[src/rtl/fetch_unit_pkg.sv]
// fetch_unit_pkg: shared types and constants for the instruction-fetch stage.
package fetch_unit_pkg;
  typedef logic [31:0] DATA_BUS;
  typedef struct packed {
    logic [31:0] pc;
    DATA_BUS     instr;
  } fetch_entry_t;
  localparam logic [31:0] RESET_PC_DEFAULT = 32'h0000_0000;
  localparam int unsigned INSTR_BYTES = 4;
endpackage

[src/rtl/fetch_fifo.sv]
// fetch_fifo: synchronous FIFO of fetch_entry_t with flush; DEPTH must be a power of two.
module fetch_fifo
  import fetch_unit_pkg::*;
#(
  parameter int unsigned DEPTH = 2,
  localparam int unsigned AW = $clog2(DEPTH)
) (
  input  logic         clk,
  input  logic         rst_n,
  input  logic         flush,
  input  logic         push,
  input  logic         pop,
  input  fetch_entry_t wdata,
  output fetch_entry_t rdata,
  output logic [AW:0]  count
);
  fetch_entry_t mem_q [DEPTH];
  logic [AW-1:0] wr_q, wr_d, rd_q, rd_d;
  logic [AW:0] cnt_q, cnt_d;
  logic do_push, do_pop;
  always_comb begin
    do_push = push && !flush;
    do_pop = pop && cnt_q != '0 && !flush;
    wr_d = flush ? '0 : wr_q + AW'(do_push);
    rd_d = flush ? '0 : rd_q + AW'(do_pop);
    cnt_d = flush ? '0 : cnt_q + (AW+1)'(do_push) - (AW+1)'(do_pop);
  end
  always_ff @(posedge clk or negedge rst_n) begin
    if (!rst_n) begin
      wr_q <= '0;
      rd_q <= '0;
      cnt_q <= '0;
    end else begin
      wr_q <= wr_d;
      rd_q <= rd_d;
      cnt_q <= cnt_d;
    end
  end
  always_ff @(posedge clk) begin
    if (do_push) mem_q[wr_q] <= wdata;
  end
  assign rdata = mem_q[rd_q];
  assign count = cnt_q;
endmodule

[src/rtl/fetch_unit.sv]
// fetch_unit: owns the PC, issues in-order imem requests and buffers {pc, instr} for decode.
// Define FETCH_BYPASS_EN for a same-cycle response-to-decode path when the buffer is empty.
module fetch_unit
  import fetch_unit_pkg::*;
#(
  parameter int unsigned DEPTH = 2,
  parameter logic [31:0] RESET_PC = RESET_PC_DEFAULT
) (
  input  logic        clk,
  input  logic        rst_n,
  output logic        imem_req_valid,
  input  logic        imem_req_ready,
  output logic [31:0] imem_req_addr,
  input  logic        imem_rsp_valid,
  input  logic [31:0] imem_rsp_data,
  output logic        instr_valid,
  input  logic        instr_ready,
  output logic [31:0] instr,
  output logic [31:0] instr_pc,
  input  logic        redirect,
  input  logic [31:0] redirect_target
);
  localparam int unsigned AW = $clog2(DEPTH);
  logic [31:0] pc_q, pc_d;
  logic [AW:0] drop_q, drop_d, fifo_cnt, outstanding;
  logic req_fire, rsp_keep, bypass, fifo_push, fifo_pop;
  fetch_entry_t req_e, tag_e, rsp_e, head_e;
  always_comb begin
    imem_req_valid = rst_n && !redirect && (fifo_cnt + outstanding < (AW+1)'(DEPTH));
    req_fire = imem_req_valid && imem_req_ready;
    rsp_keep = imem_rsp_valid && drop_q == '0 && !redirect;
`ifdef FETCH_BYPASS_EN
    bypass = rsp_keep && fifo_cnt == '0;
`else
    bypass = 1'b0;
`endif
    req_e = '{pc: pc_q, instr: '0};
    rsp_e = tag_e;
    rsp_e.instr = imem_rsp_data;
    instr_valid = fifo_cnt != '0 || bypass;
    {instr_pc, instr} = bypass ? rsp_e : (fifo_cnt != '0 ? head_e : '0);
    fifo_pop = instr_valid && instr_ready && !bypass;
    fifo_push = rsp_keep && !(bypass && instr_ready);
    pc_d = redirect ? (redirect_target & ~32'd3) : req_fire ? pc_q + 32'(INSTR_BYTES) : pc_q;
    // Every request still in flight at a redirect is stale, including ones already marked for drop.
    drop_d = redirect ? outstanding - (AW+1)'(imem_rsp_valid)
                      : drop_q - (AW+1)'(imem_rsp_valid && drop_q != '0);
  end
  always_ff @(posedge clk or negedge rst_n) begin
    if (!rst_n) begin
      pc_q <= RESET_PC;
      drop_q <= '0;
    end else begin
      pc_q <= pc_d;
      drop_q <= drop_d;
    end
  end
  assign imem_req_addr = pc_q;
  // Tag FIFO occupancy doubles as the outstanding-request count.
  fetch_fifo #(.DEPTH(DEPTH)) u_tag (
    .clk(clk), .rst_n(rst_n), .flush(1'b0), .push(req_fire), .pop(imem_rsp_valid),
    .wdata(req_e), .rdata(tag_e), .count(outstanding)
  );
  fetch_fifo #(.DEPTH(DEPTH)) u_buf (
    .clk(clk), .rst_n(rst_n), .flush(redirect), .push(fifo_push), .pop(fifo_pop),
    .wdata(rsp_e), .rdata(head_e), .count(fifo_cnt)
  );
endmodule

[config.mk]
export PLATFORM = sky130hd
export DESIGN_NAME = fetch_unit
export DESIGN_NICKNAME = d
export VERILOG_FILES = /design/src/rtl/fetch_unit_pkg.sv /design/src/rtl/fetch_fifo.sv /design/src/rtl/fetch_unit.sv
export SDC_FILE = /design/constraint.sdc
export NUM_CORES = 1
export LEC_CHECK = 0
export ABC_AREA = 1
export BUFFER_PORTS_ARGS = -buffer_cell sky130_fd_sc_hd__buf_2
export CAP_MARGIN = 5
export CORE_ASPECT_RATIO = 1.4
export CORE_UTILIZATION = 40
export DETAILED_ROUTE_END_ITERATION = 16
export SYNTH_ARGS = -nofsm -noshare
export SYNTH_HDL_FRONTEND = slang
export SYNTH_SLANG_ARGS = --single-unit
[constraint.sdc]
create_clock -name clk -period 5.6 [get_ports clk]
set_clock_uncertainty 0.2 [all_clocks]
set_input_delay 0.28 -clock clk [delete_from_list [all_inputs] [get_ports clk]]
set_output_delay 0.28 -clock clk [all_outputs]
set_load 0.02 [all_outputs]
After elaboration in Yosys (flattened, before gate mapping)
Memory sizes are Yosys's and may differ from the RTL's.
Index checks and enable logic that the tools add are counted.
{ "word_totals": {"register_bits": 42, "latch_bits": 0, "ramBits": 192, "romBits": 0, "input_bits": 70, "wordCells": 51, "memories": 2} }
{ "memory_table": {"columns": ["name", "words", "width", "rd", "rd_ports_with_merged_regs", "write_ports", "line", "text"], "rows": [
  ["u_buf.mem_q", 2, 64, 1, 0, 1, "fetch_fifo.sv:17", "fetch_entry_t mem_q [DEPTH];"],
  ["u_tag.mem_q", 2, 32, 1, 0, 1, "fetch_fifo.sv:17", null]
]} }
{ "op_classes": {"n_addsub": 12, "mul": 0, "n_div": 0, "order_cmp": 1, "eq_ne": 0, "n_shift": 0, "mux": 11, "n_bitwise": 0, "reduce_logical": 17} }
{ "ops": {"columns": ["operator", "count"], "rows": [
  ["$mux 32", 2],
  ["$mux 64", 1],
  ["$add 32x3->32 const B", 1],
  ["$logic_and 1x1->1", 11],
  ["$reduce_bool 2->1", 4],
  ["$sub 2x1->2", 4],
  ["$mux 1", 6],
  ["$add 1x1->1", 4],
  ["$add 2x1->2", 2],
  ["$mux 2", 2],
  ["$add 2x2->2", 1],
  ["$logic_not 2->1", 1],
  ["$lt 2x2->1 const B", 1],
  ["$logic_not 1->1", 1]
]} }

Longest topological paths before layout
{ "logic_depth": {"depth_word": 7, "ltp_mapped": 10, "mapped_depth_nobuf": 10} }

Modules after synthesis
A second synthesis with hierarchy kept.
{ "hier_totals": {"cells_unflattened": 1252, "area_unflattened_um2": 13003.7} }
{ "modules_own_cells": {"columns": ["module", "n_inst", "cells_per_inst", "area_per_inst_um2"], "rows": [
  ["fetch_fifo", 2, 366, 4901.0],
  ["fetch_unit", 1, 520, 3201.8]
]} }

Worst setup path before layout
OpenSTA, ideal clock, no wires.
{ "synth_path": {"kind": "input port to flip-flop", "from": "input redirect", "to": "memory u_buf.mem_q[1][0] in the netlist's numbering, enable pin", "arrival_ps": 2474, "required_ps": 4973, "slack_ps": 2499, "cell_stages": 3, "path_buffers": 1, "path_cell_list": "buf_2 nor4_1 ha_1"} }
{ "synth_between": {"elab_chain_cells": 5} }
{ "synth_lines": {"columns": ["element", "line", "text"], "rows": [
  ["from (decl)", "fetch_unit.sv:20", "input logic redirect,"],
  ["$logic_not 1->1 (*)", "fetch_fifo.sv:22, fetch_unit.sv:31", null],
  ["$logic_and 1x1->1", "fetch_unit.sv:31", "rsp_keep = imem_rsp_valid && drop_q == '0 && !redirect;"],
  ["$logic_and 1x1->1 (*)", "fetch_fifo.sv:22", "do_push = push && !flush;"],
  ["$mux 1 (*)", "fetch_fifo.sv:40", "if (do_push) mem_q[wr_q] <= wdata;"],
  ["$mux 1 (not written as such) (*)", "fetch_fifo.sv:40", null],
  ["to (decl)", "fetch_fifo.sv:17", null]
]} }
Mark *: on every way between the ends. The rest lies on a longest branch, timed or not.

Final worst setup path
{ "layout_path": {"from": "input rst_n", "to": "memory u_tag.mem_q[1][13] in the netlist's numbering, enable pin"} }
{ "layout_between": {"elab_chain_cells": 5} }
{ "layout_lines": {"columns": ["element", "line", "text"], "rows": [
  ["from (decl)", "fetch_unit.sv:10", "input logic rst_n,"],
  ["$logic_and 1x1->1 (2 in series)", "fetch_unit.sv:29", "imem_req_valid = rst_n && !redirect && (fifo_cnt + outstanding < (AW+1)'(DEPTH));"],
  ["$logic_and 1x1->1", "fetch_unit.sv:30", "req_fire = imem_req_valid && imem_req_ready;"],
  ["$mux 1", "fetch_fifo.sv:40", null],
  ["$mux 1 (not written as such)", "fetch_fifo.sv:40", null],
  ["to (decl)", "fetch_fifo.sv:17", null]
]} }
No other way between the ends.

==> impl_metrics.csv <==
group,metric,value,unit
sta,finalHoldViolCount,0,
route,antenna_left,0,
sta,final-max-slew-violation-count,0,
route,vias,6763,
setup_path,cp_slowest_stage_delay,660,ps
route,wl_per_cell,14.90,um
global_routing,globalRouteOverflowTotal,0,
sta,fin_crit,3115,ps
final_layout,nets,1197,
sta,fin_tns_setup,0,ps
placed_design,dp_hpwl,13320,um
synthesis,yosysWarnings,0,
synthesis,synth_cell_type_count,30,
final_layout,n_antenna_cell,0,
global_routing,grt_pass1_vias,6722,
run_status,status,"finished clean",
route,drcViolationCount,0,
placed_design,place_congestion,0.8315,
min_path,hold_path.class,"in2reg",
setup_path,path_max_fanout,41,
floorplanning,die_w,132.7,um
setup_path,cpMostUsedCell,"buf_4",
power_and_ir_drop,ir_drop,249.7,uV
floorplanning,dieHeight,185.0,um
job,maxCapViolCount,0,
final_layout,syn_to_final_growth,25.28,%
synthesis,synth.avg_cell_area,10.71,um2
global_routing,grt_max_degree,63,
power_and_ir_drop,finalPower,4.711,mW
final_layout,drive_gt1_share,20.09,%
setup_path,slowest_stage,"nor2_4",
floorplanning,die-area,24560,um2
clock_network,clockBufferDepth,3,
floorplanning,pin_count,168,
floorplanning,core_area,23370,um2
setup_path,critPathLaunchType,"input pin",
global_routing,gr-usage-all-layers,17.83,%
setup_path,cp.required,5550,ps
clock_network,cts.sinks,224,
global_routing,antenna_found_initial,0,
clock_network,clockRootBuffer,"clkbuf_16",
floorplanning,rows,66,
sta,fin_crit_sh,55.62,%
setup_path,cp-end-kind,"register",
clock_network,cts_tree,"yes",
final_layout,utilization,51.32,%
floorplanning,start_util,40.96,%
global_routing,grt_pass1_wl,34490,um
synthesis,ys_seq_area_share,68.17,%
clock_network,clk_pin_slew,50,ps
sta,setup_viol_count_final,0,
clock_network,htreeDepth,1,
sta,tightest_slew,938.8,ps
setup_path,setup.worst_path.class,"in2reg",
setup_path,arrival,3070,ps
synthesis,ys_seq_elements,224,
clock_network,clk_latency,510,ps
route,firstDrtPassIters,4,
sta,grt_setup_unrepaired,"false",
placed_design,port_buffers,161,
route,vias_per_cell,4.710,
power_and_ir_drop,p_leak,5.060,nW
synthesis,syn_area,9573,um2
route,drtIter0Drc,333,
route,totalWireLength,21400,um
sta,slew_headroom,37.34,%
sta,fmax,321.1,MHz
synthesis,postSynthCellCount,894,
setup_path,path_cells,"dlygate4sd3_1, buf_2, buf_4, inv_1, nor2_1, nand3_2, nor2_4, ha_1, buf_4",
power_and_ir_drop,p_per_area,392.9,nW/um2
clock_network,cts_made_buffers,22,
layer usage:
metal / track usage (%) / routed length, um / up-vias
met5: 0 / 0 / -
met4: 7.218 / 700 / 0
met3: 2.162 / 783 / 44
met2: 32.23 / 10770 / 150
met1: 21.56 / 9147 / 3158
li1: - / - / 3411
repair_timing:
action	4_1_cts	5_1_grt
endpoints found under the hold margin	136	0
setup buffers	0	0
resized for setup	0	0
hold buffers	65	0
worst max-delay path: cells and delay by family:
family	cells	cell delay (ps)
buffers and inverters	5	1510
adders and majority gates	1	270
and+or+nand+nor	3	960
final cells by class:
class	instances	area (um2)
fill	2059	11380
sequential	224	6528
multi-input combinational	592	2715
timing repair buffer	235	1524
clock buffer	28	594.3
tap	306	382.9
inverter	41	153.9
clock inverter	10	95.09
state kept, by name (all words and copies together), names as in the netlist:
signal / count
u_buf.wr_q: 1
u_tag.count: 2
u_tag.rd_q: 1
u_tag.wr_q: 1
u_tag.mem_q: 60
u_buf.rd_q: 1
imem_req_addr: 30
u_buf.mem_q: 124
u_buf.count: 2
drop_q: 2
power by group:
part / switching [mW] / total, mW / internal, mW
clock network: 0.586 / 1.42 / 0.838
registers: 0.126 / 2.16 / 2.04
logic: 0.780 / 1.13 / 0.347
Yosys cell counts, drive strengths merged:
cell type / instances / share of area [%]
conb: 1 / 0.039
o21ai: 4 / 0.21
and2: 2 / 0.13
o21bai: 1 / 0.078
nor2: 52 / 2.3
buf: 12 / 1.0
xor2: 11 / 1.0
a21oi: 66 / 3.5
mux2i: 2 / 0.21
nand4: 2 / 0.13
xnor2: 8 / 0.73
dfrtp: 40 / 10
or2: 1 / 0.065
nor4: 1 / 0.065
inv: 41 / 1.6
nand2: 367 / 14
nand3: 60 / 3.8
ha: 11 / 1.4
edfxtp: 184 / 58
clkbuf: 28 / 1.1
worst paths after layout:
check	to	cells after the start	from	slack (ps)
max	u_tag.mem_q[1][13]	9	rst_n	2490
min	imem_req_addr[29]	5	imem_req_ready	80
max reg2reg	u_buf.mem_q[1][42]	3	drop_q[1]	2630
min reg2reg	u_buf.mem_q[0][59]	2	u_tag.mem_q[0][27]	330
max in group asynchronous	u_buf.rd_q	3	rst_n	4610
min in group asynchronous	imem_req_addr[4]	3	rst_n	180
stage by stage:
stage	setup WS [ps]	cell area, um2	hold WS, ps	instances
after global placement	2260	10650	195.2	1333
final	2485	11990	77.64	1436
after CTS	2420	11990	78.51	1436
after floorplan	2499	9584	-215.6	897
after global routing	2167	11990	100.5	1436
after detailed placement	2187	10650	197.5	1333
layout by cell type (no fill, tap or decap), types with 23 or more instances in the layout:
cell type and count:
a21oi_1 66, buf_2 161, clkbuf_16 23, dfrtp_1 39, dlygate4sd3_1 65, edfxtp_1 184, inv_1 39, nand2_1 366
nand3_1 47, nor2_1 44
cell families (layout without fill, tap and decap cells):
| kind of cell | count (synthesis) | count (layout) | share of synthesized area, % |
|---|---|---|---|
| buf+inv | 81 | 314 | 3.712 |
| flops | 224 | 224 | 68.17 |
| simple gates | 485 | 485 | 20.95 |
| other cells | 1 | 4 | 0.03917 |
| xor+xnor | 19 | 19 | 1.738 |
| mux | 2 | 2 | 0.2091 |
| fa+ha+maj | 11 | 11 | 1.438 |
| compound gates | 71 | 71 | 3.738 |
Note: power is estimated with default switching activity, not from simulation.
